## config.mk

```make
export PLATFORM = sky130hd
export DESIGN_NAME = synchronous_fifo
export DESIGN_NICKNAME = d
export VERILOG_FILES = /design/src/rtl/synchronous_fifo_pkg.sv /design/src/rtl/synchronous_fifo_mem.sv /design/src/rtl/synchronous_fifo.sv
export SDC_FILE = /design/constraint.sdc
export NUM_CORES = 1
export LEC_CHECK = 0
export BUFFER_PORTS_ARGS = -buffer_cell sky130_fd_sc_hd__buf_2
export CAP_MARGIN = 15
export CORE_MARGIN = 2
export CORE_UTILIZATION = 40
export CTS_CLUSTER_DIAMETER = 50
export CTS_CLUSTER_SIZE = 30
export DETAILED_ROUTE_END_ITERATION = 10
export GPL_ROUTABILITY_DRIVEN = 0
export PLACE_DENSITY_LB_ADDON = 0.15
export SETUP_SLACK_MARGIN = 0.15
export SYNTH_ARGS = -nofsm -noshare
export SYNTH_HDL_FRONTEND = slang
export SYNTH_HIERARCHICAL = 1
export SYNTH_SLANG_ARGS = --single-unit
```

## constraint.sdc

```tcl
create_clock -name clk -period 6.2 [get_ports clk]
set_clock_uncertainty 0.15 [all_clocks]
set_input_delay 0.31 -clock clk [delete_from_list [all_inputs] [get_ports clk]]
set_output_delay 0.31 -clock clk [all_outputs]
set_load 0.03 [all_outputs]
```

## src/rtl/synchronous_fifo_pkg.sv

```systemverilog
// Default geometry shared by the FIFO top and its storage array.
package synchronous_fifo_pkg;
   localparam int DEFAULT_DEPTH      = 32;
   localparam int DEFAULT_DATA_WIDTH = 8;
endpackage

```

## src/rtl/synchronous_fifo_mem.sv

```systemverilog
// Simple dual-port register array: one write port, one registered read port.
// Read data is valid after the edge that samples re; it holds when re is low.
import synchronous_fifo_pkg::*;

module synchronous_fifo_mem #(
   parameter int DEPTH      = DEFAULT_DEPTH,
   parameter int DATA_WIDTH = DEFAULT_DATA_WIDTH,
   parameter int AW         = $clog2(DEPTH)
) (
   input  logic                  clk,
   input  logic                  rst,
   input  logic                  we,
   input  logic [AW-1:0]         waddr,
   input  logic [DATA_WIDTH-1:0] wdata,
   input  logic                  re,
   input  logic [AW-1:0]         raddr,
   output logic [DATA_WIDTH-1:0] rdata
);

   logic [DATA_WIDTH-1:0] mem [DEPTH];

   // Storage is deliberately not reset; the pointers alone define validity.
   always_ff @(posedge clk) begin
      if (we) begin
         mem[waddr] <= wdata;
      end
   end

   always_ff @(posedge clk or posedge rst) begin
      if (rst) begin
         rdata <= '0;
      end else if (re) begin
         rdata <= mem[raddr];
      end
   end

endmodule

```

## src/rtl/synchronous_fifo.sv

```systemverilog
// Single-clock FIFO with wrap-bit pointers; 1-cycle registered read, no fall-through.
// Writes when full and reads when empty are silently dropped.
import synchronous_fifo_pkg::*;

module synchronous_fifo #(
   parameter int DEPTH      = DEFAULT_DEPTH,
   parameter int DATA_WIDTH = DEFAULT_DATA_WIDTH
) (
   input  logic                  clk,
   input  logic                  rst_n,
   input  logic                  w_en,
   input  logic                  r_en,
   input  logic [DATA_WIDTH-1:0] data_in,
   output logic [DATA_WIDTH-1:0] data_out,
   output logic                  full,
   output logic                  empty
);

   localparam int AW = $clog2(DEPTH);
   localparam int PW = AW + 1;

   logic [PW-1:0] wptr;
   logic [PW-1:0] rptr;
   logic          wr_ok;
   logic          rd_ok;

   // Equal low bits with differing wrap bits means the writer is a full lap ahead.
   assign empty = (wptr == rptr);
   assign full  = (wptr[AW-1:0] == rptr[AW-1:0]) && (wptr[AW] != rptr[AW]);

   assign wr_ok = w_en && !full;
   assign rd_ok = r_en && !empty;

   // rst_n is active-high despite its name.
   always_ff @(posedge clk or posedge rst_n) begin
      if (rst_n) begin
         wptr <= '0;
         rptr <= '0;
      end else begin
         if (wr_ok) begin
            wptr <= wptr + PW'(1);
         end
         if (rd_ok) begin
            rptr <= rptr + PW'(1);
         end
      end
   end

   synchronous_fifo_mem #(
      .DEPTH      (DEPTH),
      .DATA_WIDTH (DATA_WIDTH),
      .AW         (AW)
   ) u_mem (
      .clk   (clk),
      .rst   (rst_n),
      .we    (wr_ok),
      .waddr (wptr[AW-1:0]),
      .wdata (data_in),
      .re    (rd_ok),
      .raddr (rptr[AW-1:0]),
      .rdata (data_out)
   );

endmodule

```

==> flow_summary.toml <==
[sta]
hold_viol_final = 0
max_freq_ghz = 0.290
finalSetupViolations = 0
finalSetupTns_ns = 0
relSlewSlack = 0.400
fin_crit_ns = 3.45
finalMaxSlewViolations = 0
worst_pin_slew_ns = 0.900
finalCritPeriodShare = 0.557
rsz0062_at_grt = "false"

[worst_hold_path]
hold_class = "primary input to flip-flop"
holdPathEnd = "rptr[4]$_DFFE_PP0P_"
min_from = "r_en"
hold_path_depth = 4

[route]
num_vias = 5846
wl_per_cell_um = 23.5
antenna_left = 0
drt_first_pass_iters = 4
drt_iter0_drc = 486
vias_per_cell = 5.44
drc = 0
wirelength_mm = 25.3

[logic_synthesis]
synth_seq_cells = 276
syn_inst = 655
synth_top_area_cell = "edfxtp_1"
ys_types = 39
syn-cell-area_um2 = 11100
synth_edf_count = 256
avgSynthCellArea_um2 = 16.9
yosysTopAreaCellShare = 0.693
netlist_top_cells_area = "edfxtp_1 69%, mux2i_1 12%, dfrtp_1 4.5%"
yosysWarnings = 6
ys_seq_area_frac = 0.738
synthArstFlopShare = 0.0725
syn_nets = 669
synth_flop_cell = "edfxtp_1"

[outcome]
outcome = "finished, final reports clean"

[final_layout]
layout_common_cells = "256 x edfxtp_1, 128 x mux2i_1, 64 x a22oi_1"
area_growth_pct = 12.8
layout-drive-gt1-share = 0.143
fin_nets = 693
final_common_cell = "edfxtp_1"
fin_util = 0.462

[worst_setup_path]
r2r-end = "u_mem/rdata[1]$_DFFE_PP0P_"
startpoint_type = "flip-flop"
regToRegStartpoint = "rptr[0]$_DFFE_PP0P_"
rrSetupSlack_ns = 2.75
arrival_ns = 3.77
critical_path_required_ns = 6.51
cp_max_fo = 51
critPathKind = "flip-flop to flip-flop"
worstRegToRegCells = 6
crit_path_top_delay_cell = "dfrtp_4"
critPathBufInv = 1
path_delay_family = "flip-flops"
max_stage_delay_ns = 0.88
crit_path_end_kind = "flip-flop"
crit_chain = "buf_4, mux2i_1, a22oi_1, a21oi_1, nor4_1, mux2_2"

[grt]
grt_pass1_vias = 6019
top_usage_layer = "met2"
grtUsageMet3 = 0.0363
grt_usage = 0.179
use_met1 = 0.250
grt.met2_usage = 0.286
antenna_found_initial = 2
grt_overflow = 0
grt_pass1_wl_mm = 38.2
grt_max_degree = 52

[placement]
port_buffers = 21
dp_hpwl_mm = 15.7

[power_and_ir_drop]
vdd_ir_drop_max_mv = 0.237
p_leak_nw = 4.32
p_per_area_nw_per_um2 = 464

[clock_tree]
numCtsBuffers = 28
cts_tree = "yes"
clkTransAtPathRegs_ns = 0.07
root_buffer = "clkbuf_16"
insertion_delay_ns = 0.54
clockBufferDepth = 3
post_cts_resized = 0
post-cts-setup-buffers = 0
h-tree-depth = 1
ctsHoldBuffers = 2
cts_sinks = 276

[run]
drv_cap = 0

[die]
core-area_um2 = 27100
die_w_um = 171
die_height_um = 171
rows = 60
ios = 22
initial_core_util = 0.409
design.die.area_um2 = 29100
[power by group]
part | switching, mW | internal (mW) | total [mW]
clock network | 0.760 | 0.984 | 1.74
registers | 0.203 | 2.22 | 2.42
logic | 1.02 | 0.609 | 1.63
total | 1.99 | 3.81 | 5.80
[sequential cells by signal, summed over array words and instances, names as in the netlist]
| register | flops |
|---|---|
| u_mem/rdata | 8 |
| wptr | 6 |
| rptr | 6 |
| u_mem/mem | 256 |
[how the worst max path moves through the flow]
stage,from,to,slack [ns],cells past startpoint
after floorplan,wptr[2]$_DFFE_PP0P_,u_mem/mem[0][0]$_DFFE_PP_,3.71,7
after global placement,rptr[0]$_DFFE_PP0P_,u_mem/rdata[1]$_DFFE_PP0P_,2.87,6
after detailed placement,rptr[0]$_DFFE_PP0P_,u_mem/rdata[1]$_DFFE_PP0P_,2.78,6
after CTS,rptr[0]$_DFFE_PP0P_,u_mem/rdata[1]$_DFFE_PP0P_,2.75,6
after global routing,rptr[0]$_DFFE_PP0P_,u_mem/rdata[1]$_DFFE_PP0P_,2.53,6
final,rptr[0]$_DFFE_PP0P_,u_mem/rdata[1]$_DFFE_PP0P_,2.75,6
[cell families (layout without fill, tap and decap cells)]
group | count (synthesis) | in the layout | synth area share
AOI/OAI and AO/OA | 101 | 101 | 0.0618
adders and majority gates | 2 | 2 | 0.00226
other | 0 | 1 | 0
buffers and inverters | 39 | 85 | 0.0212
and+or+nand+nor | 85 | 85 | 0.0393
xor gates and xnor gates | 14 | 14 | 0.0111
DFF | 276 | 276 | 0.738
muxes | 138 | 138 | 0.126
[cell usage after synthesis (2+ instances only)]
cell      number
nor4_1         8
ha_1           2
buf_6          7
nand2_1        7
mux2_2         9
dfrtp_1       20
nor2b_1        2
nor2_1        42
nand4_1        2
clkbuf_1      13
xnor2_1        7
or3b_2         3
nand3b_1       5
inv_1          4
a22oi_1       64
edfxtp_1     256
nand2b_1       2
buf_2          3
clkbuf_2       2
xor2_1         7
mux2i_1      128
nand3_1        5
buf_1          2
o21ai_0        2
buf_4          8
a21oi_1       32
[stage by stage]
step | setup slack, ns | instance area (um^2) | cells | hold WS (ns) | power (mW)
2_1_floorplan | 3.71 | 11100 | 655 | -0.0243 | 3.61
3_3_place_gp | 2.87 | 11500 | 1019 | 0.196 | 4.05
3_5_place_dp | 2.78 | 11500 | 1019 | 0.208 | 4.08
4_1_cts | 2.75 | 12500 | 1073 | 0.0242 | 5.83
5_1_grt | 2.53 | 12500 | 1073 | 0.0450 | 6.06
6_report | 2.75 | 12500 | 1074 | 0.0389 | 5.80
[worst reg2reg max path, stage by stage, from the launching register on]
cell and delay (ns):
dfrtp_4 0.88, buf_4 0.83, mux2i_1 0.23, a22oi_1 0.26, a21oi_1 0.13, nor4_1 0.62
mux2_2 0.28
[metal layers]
metal	share of wire	up-vias	routed length, um
li1	-	2641	-
met1	0.45	3017	11300
met2	0.47	150	12000
met3	0.057	38	1450
met4	0.023	0	578
met5	0	-	0
[final cells by class]
class	count	area [um^2]
well taps	372	465
repair buffers	29	170
fillers	2344	14600
clock inverters	18	210
inverters	4	15.0
diodes	1	2.50
flip-flops and latches	276	8190
multi-input cells	340	2670
clock buffers	34	785
No activity file was read; power rests on OpenSTA's default activity.
